<file path="src/rtl/io_port_endpoint_if.sv">
// ---------------------------------------------------------------------------
// io_port_endpoint_if
//
// Purpose: groups the MMIO word pair and the peripheral command/response
// handshakes of one io_port_endpoint into a single bundle.
//
// Signals:
//   cmd_word      odd-port output word: [15] toggle T, [14:0] opcode
//   data_word     even-port output word: command operand
//   status_word   odd-port input word: endpoint status
//   rsp_word      even-port input word: held peripheral response
//   dev_cmd_valid / dev_cmd_ready / dev_cmd / dev_data
//                 command FIFO head presented to the peripheral
//   dev_rsp_valid / dev_rsp_ready / dev_rsp_data
//                 response handshake from the peripheral
//
// Modports:
//   slave   endpoint side (io_port_endpoint)
//   master  environment side (MMIO controller + peripheral)
// ---------------------------------------------------------------------------
interface io_port_endpoint_if;
    logic [15:0] cmd_word;
    logic [15:0] data_word;
    logic [15:0] status_word;
    logic [15:0] rsp_word;

    logic        dev_cmd_valid;
    logic        dev_cmd_ready;
    logic [14:0] dev_cmd;
    logic [15:0] dev_data;

    logic        dev_rsp_valid;
    logic        dev_rsp_ready;
    logic [15:0] dev_rsp_data;

    modport slave (
        input  cmd_word,
        input  data_word,
        output status_word,
        output rsp_word,
        output dev_cmd_valid,
        input  dev_cmd_ready,
        output dev_cmd,
        output dev_data,
        input  dev_rsp_valid,
        output dev_rsp_ready,
        input  dev_rsp_data
    );

    modport master (
        output cmd_word,
        output data_word,
        input  status_word,
        input  rsp_word,
        input  dev_cmd_valid,
        output dev_cmd_ready,
        input  dev_cmd,
        input  dev_data,
        output dev_rsp_valid,
        input  dev_rsp_ready,
        output dev_rsp_data
    );
endinterface

</file>
<file path="src/rtl/io_port_endpoint.sv">
// ---------------------------------------------------------------------------
// io_port_endpoint
//
// Purpose: device-side end of one MMIO port pair. A new CPU command is
// recognised when the toggle bit of cmd_word differs from the last one seen;
// non-ACK commands are queued in a small FIFO and offered to a peripheral
// over a valid/ready handshake. One peripheral response is captured into a
// holding register and published on rsp_word; status_word reports the
// toggle echo, response-valid, overflow, full, fill count and timeout flag.
//
// Ports:
//   clk     system clock, all state updates on posedge
//   rst_n   asynchronous active-low reset
//   io      io_port_endpoint_if.slave (MMIO words + peripheral handshakes)
//
// Parameters:
//   FIFO_DEPTH      command FIFO entries, power of two in 2..8
//   TIMEOUT_CYCLES  head stall limit, 1..65535 (only with IO_EP_TIMEOUT_EN)
//
// Build option:
//   IO_EP_TIMEOUT_EN  when defined, a head entry stalled for TIMEOUT_CYCLES
//                     cycles is discarded and status_word[7] (tmo) is set.
//                     When undefined, status_word[7] is constant 0 and the
//                     head waits indefinitely.
// ---------------------------------------------------------------------------
module io_port_endpoint #(
    parameter int FIFO_DEPTH     = 4,
    parameter int TIMEOUT_CYCLES = 255
) (
    input  logic              clk,
    input  logic              rst_n,
    io_port_endpoint_if.slave io
);

    localparam int         PW      = $clog2(FIFO_DEPTH);
    localparam logic [3:0] DEPTH_C = 4'(FIFO_DEPTH);

    if (FIFO_DEPTH < 2 || FIFO_DEPTH > 8 || (FIFO_DEPTH & (FIFO_DEPTH - 1)) != 0 ||
        TIMEOUT_CYCLES < 1 || TIMEOUT_CYCLES > 65535) begin : g_param_check
        $error("io_port_endpoint: FIFO_DEPTH or TIMEOUT_CYCLES out of range");
    end

    // Entry layout: {opcode[14:0], operand[15:0]}
    logic [30:0]   mem_q [FIFO_DEPTH];

    logic [PW-1:0] wr_ptr_q, wr_ptr_d;
    logic [PW-1:0] rd_ptr_q, rd_ptr_d;
    logic [3:0]    count_q, count_d;
    logic          last_t_q, last_t_d;
    logic          rsp_valid_q, rsp_valid_d;
    logic          ovf_q, ovf_d;
    logic [15:0]   rsp_q, rsp_d;
    logic [15:0]   status_q, status_d;

    logic          head_valid;
    logic          full;
    logic          new_cmd;
    logic          is_ack;
    logic          enq_req;
    logic          enq_ok;
    logic          deq;
    logic          pop;
    logic          capture;
    logic          drop;
    logic          tmo_bit;

    assign head_valid = (count_q != 4'd0);
    assign full       = (count_q == DEPTH_C);
    assign deq        = head_valid && io.dev_cmd_ready;
    assign pop        = deq || drop;
    assign new_cmd    = (io.cmd_word[15] != last_t_q);
    assign is_ack     = new_cmd && (io.cmd_word[14:0] == 15'd0);
    assign enq_req    = new_cmd && (io.cmd_word[14:0] != 15'd0);
    // A full FIFO still takes a command when its head leaves at the same edge.
    assign enq_ok     = enq_req && (!full || pop);
    assign capture    = io.dev_rsp_valid && !rsp_valid_q;

`ifdef IO_EP_TIMEOUT_EN
    localparam logic [16:0] TMO_C = 17'(TIMEOUT_CYCLES);

    logic [15:0] stall_q, stall_d;
    logic        tmo_q, tmo_d;

    always_comb begin
        drop    = head_valid && !io.dev_cmd_ready && (({1'b0, stall_q} + 17'd1) == TMO_C);
        stall_d = stall_q + 16'd1;
        if (!head_valid || deq || drop) begin
            stall_d = 16'd0;
        end
        tmo_d = tmo_q;
        if (is_ack) begin
            tmo_d = 1'b0;
        end
        if (drop) begin
            tmo_d = 1'b1;
        end
    end

    always_ff @(posedge clk or negedge rst_n) begin
        if (!rst_n) begin
            stall_q <= 16'd0;
            tmo_q   <= 1'b0;
        end else begin
            stall_q <= stall_d;
            tmo_q   <= tmo_d;
        end
    end

    assign tmo_bit = tmo_d;
`else
    assign drop    = 1'b0;
    assign tmo_bit = 1'b0;
`endif

    always_comb begin
        last_t_d    = io.cmd_word[15];
        wr_ptr_d    = wr_ptr_q;
        rd_ptr_d    = rd_ptr_q;
        count_d     = count_q + 4'(enq_ok) - 4'(pop);
        rsp_d       = rsp_q;
        rsp_valid_d = rsp_valid_q;
        ovf_d       = ovf_q;

        if (enq_ok) begin
            wr_ptr_d = wr_ptr_q + PW'(1);
        end
        if (pop) begin
            rd_ptr_d = rd_ptr_q + PW'(1);
        end

        // A capture on the same edge as an ACK wins: the new response stays valid.
        if (capture) begin
            rsp_d       = io.dev_rsp_data;
            rsp_valid_d = 1'b1;
        end else if (is_ack) begin
            rsp_valid_d = 1'b0;
        end

        if (is_ack) begin
            ovf_d = 1'b0;
        end else if (enq_req && !enq_ok) begin
            ovf_d = 1'b1;
        end

        // Status is built from next-state values so it is coherent with the
        // state registers in the same cycle.
        status_d = {last_t_d, rsp_valid_d, ovf_d, (count_d == DEPTH_C),
                    count_d, tmo_bit, 7'd0};
    end

    always_ff @(posedge clk or negedge rst_n) begin
        if (!rst_n) begin
            wr_ptr_q    <= '0;
            rd_ptr_q    <= '0;
            count_q     <= 4'd0;
            last_t_q    <= 1'b0;
            rsp_valid_q <= 1'b0;
            ovf_q       <= 1'b0;
            rsp_q       <= 16'd0;
            status_q    <= 16'd0;
        end else begin
            wr_ptr_q    <= wr_ptr_d;
            rd_ptr_q    <= rd_ptr_d;
            count_q     <= count_d;
            last_t_q    <= last_t_d;
            rsp_valid_q <= rsp_valid_d;
            ovf_q       <= ovf_d;
            rsp_q       <= rsp_d;
            status_q    <= status_d;
        end
    end

    // Storage needs no reset: count_q qualifies every read.
    always_ff @(posedge clk) begin
        if (enq_ok) begin
            mem_q[wr_ptr_q] <= {io.cmd_word[14:0], io.data_word};
        end
    end

    // Head fields read as zero while the FIFO is empty.
    assign io.dev_cmd_valid = head_valid;
    assign io.dev_cmd       = head_valid ? mem_q[rd_ptr_q][30:16] : 15'd0;
    assign io.dev_data      = head_valid ? mem_q[rd_ptr_q][15:0]  : 16'd0;
    assign io.dev_rsp_ready = !rsp_valid_q;
    assign io.status_word   = status_q;
    assign io.rsp_word      = rsp_q;

endmodule
</file>
<file path="src/flat_wrapper.sv">
// flat-port wrapper written by rule: the top's interface ports become plain ports
module io_port_endpoint_flat 
#(
    parameter int FIFO_DEPTH     = 4,
    parameter int TIMEOUT_CYCLES = 255
)
  (clk, rst_n, io_cmd_word, io_data_word, io_status_word, io_rsp_word, io_dev_cmd_valid, io_dev_cmd_ready, io_dev_cmd, io_dev_data, io_dev_rsp_valid, io_dev_rsp_ready, io_dev_rsp_data);
  io_port_endpoint_if io_i ();
  input  logic clk;
  input  logic rst_n;
  input wire logic [$bits(io_i.cmd_word)-1:0] io_cmd_word;
  input wire logic [$bits(io_i.data_word)-1:0] io_data_word;
  output wire logic [$bits(io_i.status_word)-1:0] io_status_word;
  output wire logic [$bits(io_i.rsp_word)-1:0] io_rsp_word;
  output wire logic [$bits(io_i.dev_cmd_valid)-1:0] io_dev_cmd_valid;
  input wire logic [$bits(io_i.dev_cmd_ready)-1:0] io_dev_cmd_ready;
  output wire logic [$bits(io_i.dev_cmd)-1:0] io_dev_cmd;
  output wire logic [$bits(io_i.dev_data)-1:0] io_dev_data;
  input wire logic [$bits(io_i.dev_rsp_valid)-1:0] io_dev_rsp_valid;
  output wire logic [$bits(io_i.dev_rsp_ready)-1:0] io_dev_rsp_ready;
  input wire logic [$bits(io_i.dev_rsp_data)-1:0] io_dev_rsp_data;
  assign io_i.cmd_word = io_cmd_word;
  assign io_i.data_word = io_data_word;
  assign io_status_word = io_i.status_word;
  assign io_rsp_word = io_i.rsp_word;
  assign io_dev_cmd_valid = io_i.dev_cmd_valid;
  assign io_i.dev_cmd_ready = io_dev_cmd_ready;
  assign io_dev_cmd = io_i.dev_cmd;
  assign io_dev_data = io_i.dev_data;
  assign io_i.dev_rsp_valid = io_dev_rsp_valid;
  assign io_dev_rsp_ready = io_i.dev_rsp_ready;
  assign io_i.dev_rsp_data = io_dev_rsp_data;
  io_port_endpoint #(.FIFO_DEPTH(FIFO_DEPTH), .TIMEOUT_CYCLES(TIMEOUT_CYCLES)) u_core (.clk(clk), .rst_n(rst_n), .io(io_i));
endmodule
</file>
<file path="config.mk">
export PLATFORM = sky130hd
export DESIGN_NAME = io_port_endpoint_flat
export DESIGN_NICKNAME = d
export VERILOG_FILES = /design/src/rtl/io_port_endpoint_if.sv /design/src/rtl/io_port_endpoint.sv /design/src/flat_wrapper.sv
export SDC_FILE = /design/constraint.sdc
export NUM_CORES = 1
export LEC_CHECK = 0
export CORE_MARGIN = 2
export CORE_UTILIZATION = 50
export CTS_CLUSTER_SIZE = 16
export DETAILED_ROUTE_END_ITERATION = 10
export GPL_ROUTABILITY_DRIVEN = 0
export HOLD_SLACK_MARGIN = 0.15
export PLACE_DENSITY = 0.77
export SYNTH_ARGS = -nofsm -noshare
export SYNTH_HDL_FRONTEND = slang
export SYNTH_SLANG_ARGS = --single-unit
export TNS_END_PERCENT = 10
</file>
<file path="constraint.sdc">
create_clock -name clk -period 2.8 [get_ports clk]
set_clock_uncertainty 0.05 [all_clocks]
set_input_delay 0.42 -clock clk [delete_from_list [all_inputs] [get_ports clk]]
set_output_delay 0.42 -clock clk [all_outputs]
set_load 0.01 [all_outputs]
</file>
==> summary.md <==
| Metric | Value |
|---|---|
| CTS tree | done |
| Peak supply drop | slightly below 600 µV |
| Final setup fails | 0 |
| DR pass1 iterations | 4 |
| Leading cell types in the layout, fill and taps excluded | edfxtp_1 (124), clkdlybuf4s50_1 (99), and2_1 (32), mux4_2 (28), dfrtp_1 (27) |
| Top sig layer | met4 |
| Yosys top cell by area | edfxtp_1 |
| Layout Nets | 503 |
| Synth cell types | 32 |
| Area after DPL | roughly 0.0074 mm² |
| I/O Buffers | about 110 |
| Routed len/inst | about 20 µm |
| Fillers | 795 |
| Bufs on Longest Clock Path | 2 |
| Fin area | between 0.008 and 0.009 mm² |
| Type of origin of the critical path | flip-flop |
| Async SR Flop Fraction | between 15 and 20% |
| Antenna Cells | 0 |
| Row cnt | 40 |
| Largest net degree at the start of global routing | 34 |
| Clock period minus worst slack | around 2.7 ns |
| EDFF count, synth | around 120 |
| Crit path from | u_core.rd_ptr_q[0]$_DFFE_PN0P_ |
| Crit share post-route | ~98% |
| Slew margin rel. | 46.38% |
| Residual DRC | 0 |
| Core box area | 0.01196 mm² |
| Clock root cell | clkbuf_16 |
| Area delta synth->final | 31.28% |
| Starting Density | approximately half |
| Post-route ant nets | 0 |
| Syn avg cell area | 19.72 µm² |
| DRT met1 WL | a little under 5 mm |
| Mapped Cells | 310 |
| Hold Buf Count CTS | 0 |
| Fmax | ~360 MHz |
| Synthesized area | between 0.006 and 0.007 mm² |
| Die Span Y | between 100 and 150 µm |
| R2R Path Start | u_core.count_q[1]$_DFF_PN0_ |
| Die width | approximately 110 µm |
| Max H-tree Level | 4 |
| Via count | between 3000 and 4000 |
| Post-synth top area share | 60.92% |
| Cell Pwr Density | roughly 1000 mW/mm² |
| Clock sinks | 152 |
| Total gr overflow | 0 |
| Crit Path Max Fanout | 7 |
| Status | completed |
| Synth top area cells | edfxtp_1 (61%), dfrtp_1 (11%), mux4_2 (10%) |
| FF+latch count, synth | 152 |
| Die area | approximately 0.013 mm² |
| Most common cell after layout, fill and taps aside | edfxtp_1 |
| Top Ports | about 120 |
| Flop-to-flop setup slack | between 0.3 and 0.4 ns |
| Required @ worst endpoint | approximately 2.3 ns |
| Area of the multi-input gates | between 0.001 and 0.0015 mm² |
| Critical path endpoint category | primary output |
| FF/Latch Area | around 0.0044 mm² |
| Initial antenna violation count | 0 |
| Via density | between 5 and 6 |
| Sequential fraction of the synthesis area | roughly 72% |
| Clk_lat worst skew | 0.41 ns |
| Routed wl met2 | roughly 6 mm |
| Setup_tns | 0 ns |
| Placed Instances | roughly 560 |
| Main flop type after synthesis | edfxtp_1 |
| Maxcap violations | 0 |
| Drt initial violations | approximately 260 |
| DRT Wirelength | about 12 mm |
| CTS Buf Count | 17 |
| Gr usage total | roughly 20% |
| HP Class | input port to async pin |
| Static leakage | just under 3 nW |
| Detailed Place HPWL | 7.580 mm |
| Count of yosys warnings during synthesis | 0 |
| Clk slew on worst S/H paths | 0.05 ns |
| Vias in the first global route | 3447 |
| Share of cells above drive strength 1 | around 22% |
| Met3 WL | 989 µm |
| Global-route wire length before repair | roughly 19 mm |
| Fin. max-slew vios | 0 |
| Slew @ Worst Pin | 0.8018 ns |
| Non-Filler Instances | 600 |
| Endpoints failing hold | 0 |
| Critical path class | flip-flop to primary output |
| CP arrival | 2.27 ns |
==> final cells by class <==
class,count,share of cell area (%)
Timing Repair Buffer,127,16.93
Multi-Input combinational cell,130,18.49
Sequential cell,152,55.15
Inverter,12,0.5614
Clock buffer,22,5.910
Clock inverter,10,0.6549
Tap cell,147,2.292
==> cells in the mapped netlist, types with 2 or more instances <==
cell type and count:
buf_2 5, nand2_1 3, mux4_2 28, mux2_2 16, clkbuf_1 3, nor2_1 2, a21oi_1 2, nor3_1 2
buf_4 11, xnor2_1 4, ha_1 10, edfxtp_1 124, mux4_1 3, dfrtp_1 28, and2_1 36, nor4_1 3
xor2_1 2, buf_12 3, inv_1 12
==> metrics by stage <==
step	power, mW	hold slack [ns]	utilization (%)	setup slack, ns
finish	8.162	0.4238	67.08	0.05699
global route	8.583	0.4435	67.08	-0.01711
floorplan	4.818	0.07441	-	0.3885
CTS	8.201	0.4283	66.45	0.003569
global placement	6.047	0.4420	61.92	0.09113
detailed placement	6.121	0.4468	61.92	0.02380
==> critical path, cell delays in order (launching register included) <==
cell and delay (ns):
dfrtp_2 0.42, buf_12 0.14, clkbuf_16 0.16, mux4_2 0.49, and2_1 0.17, clkdlybuf4s50_1 0.48
==> per-layer routing <==
layer  track usage, %  vias to the layer above
met1            23.94                     1633
met3            8.735                       13
met5                0                        -
li1                 -                     1439
met2            31.79                      123
met4            5.041                        0
==> sequential cells by signal, indices dropped and copies added, names as in the netlist <==
register,cells
u_core.mem_q,124
u_core.io.rsp_word,16
u_core.io.status_word,5
u_core.rd_ptr_q,2
u_core.count_q,3
u_core.wr_ptr_q,2
==> power by group <==
group | switching (mW) | internal [mW] | total, mW
clock | 0.823 | 1.18 | 2.01
sequential | 0.166 | 2.95 | 3.12
combinational | 1.30 | 1.74 | 3.04
total | 2.29 | 5.87 | 8.16
==> cell families after synthesis <==
kind of cell	share of synthesized area, %
DFF	72.38
and+or+nand+nor	5.016
muxes	14.80
buffers and inverters	3.848
adders and majority gates	2.375
AOI/OAI and AO/OA	0.6553
xor gates and xnor gates	0.8598
other	0.06135
==> path summary, 6_finish.rpt <==
| path | end | cells after the start |
|---|---|---|
| max | io_dev_cmd[5] | 5 |
| min | u_core.io.rsp_word[13]$_DFFE_PN0P_ | 1 |
| max reg2reg | u_core.io.status_word[12]$_DFF_PN0_ | 11 |
| min reg2reg | u_core.io.rsp_word[7]$_DFFE_PN0P_ | 1 |
| max in group asynchronous | u_core.io.rsp_word[1]$_DFFE_PN0P_ | 2 |
| min in group clk | u_core.io.status_word[15]$_DFF_PN0_ | 1 |
==> what timing repair did <==
item | in CTS | in global routing
setup endpoints to repair | 16 | 22
buffers inserted | 2 | 1
gates resized for setup | 0 | 11
gates cloned | 0 | 1
endpoints found under the hold margin | 0 | 0
pin swaps | 0 | 0
No activity file was read; power rests on OpenSTA's default activity.
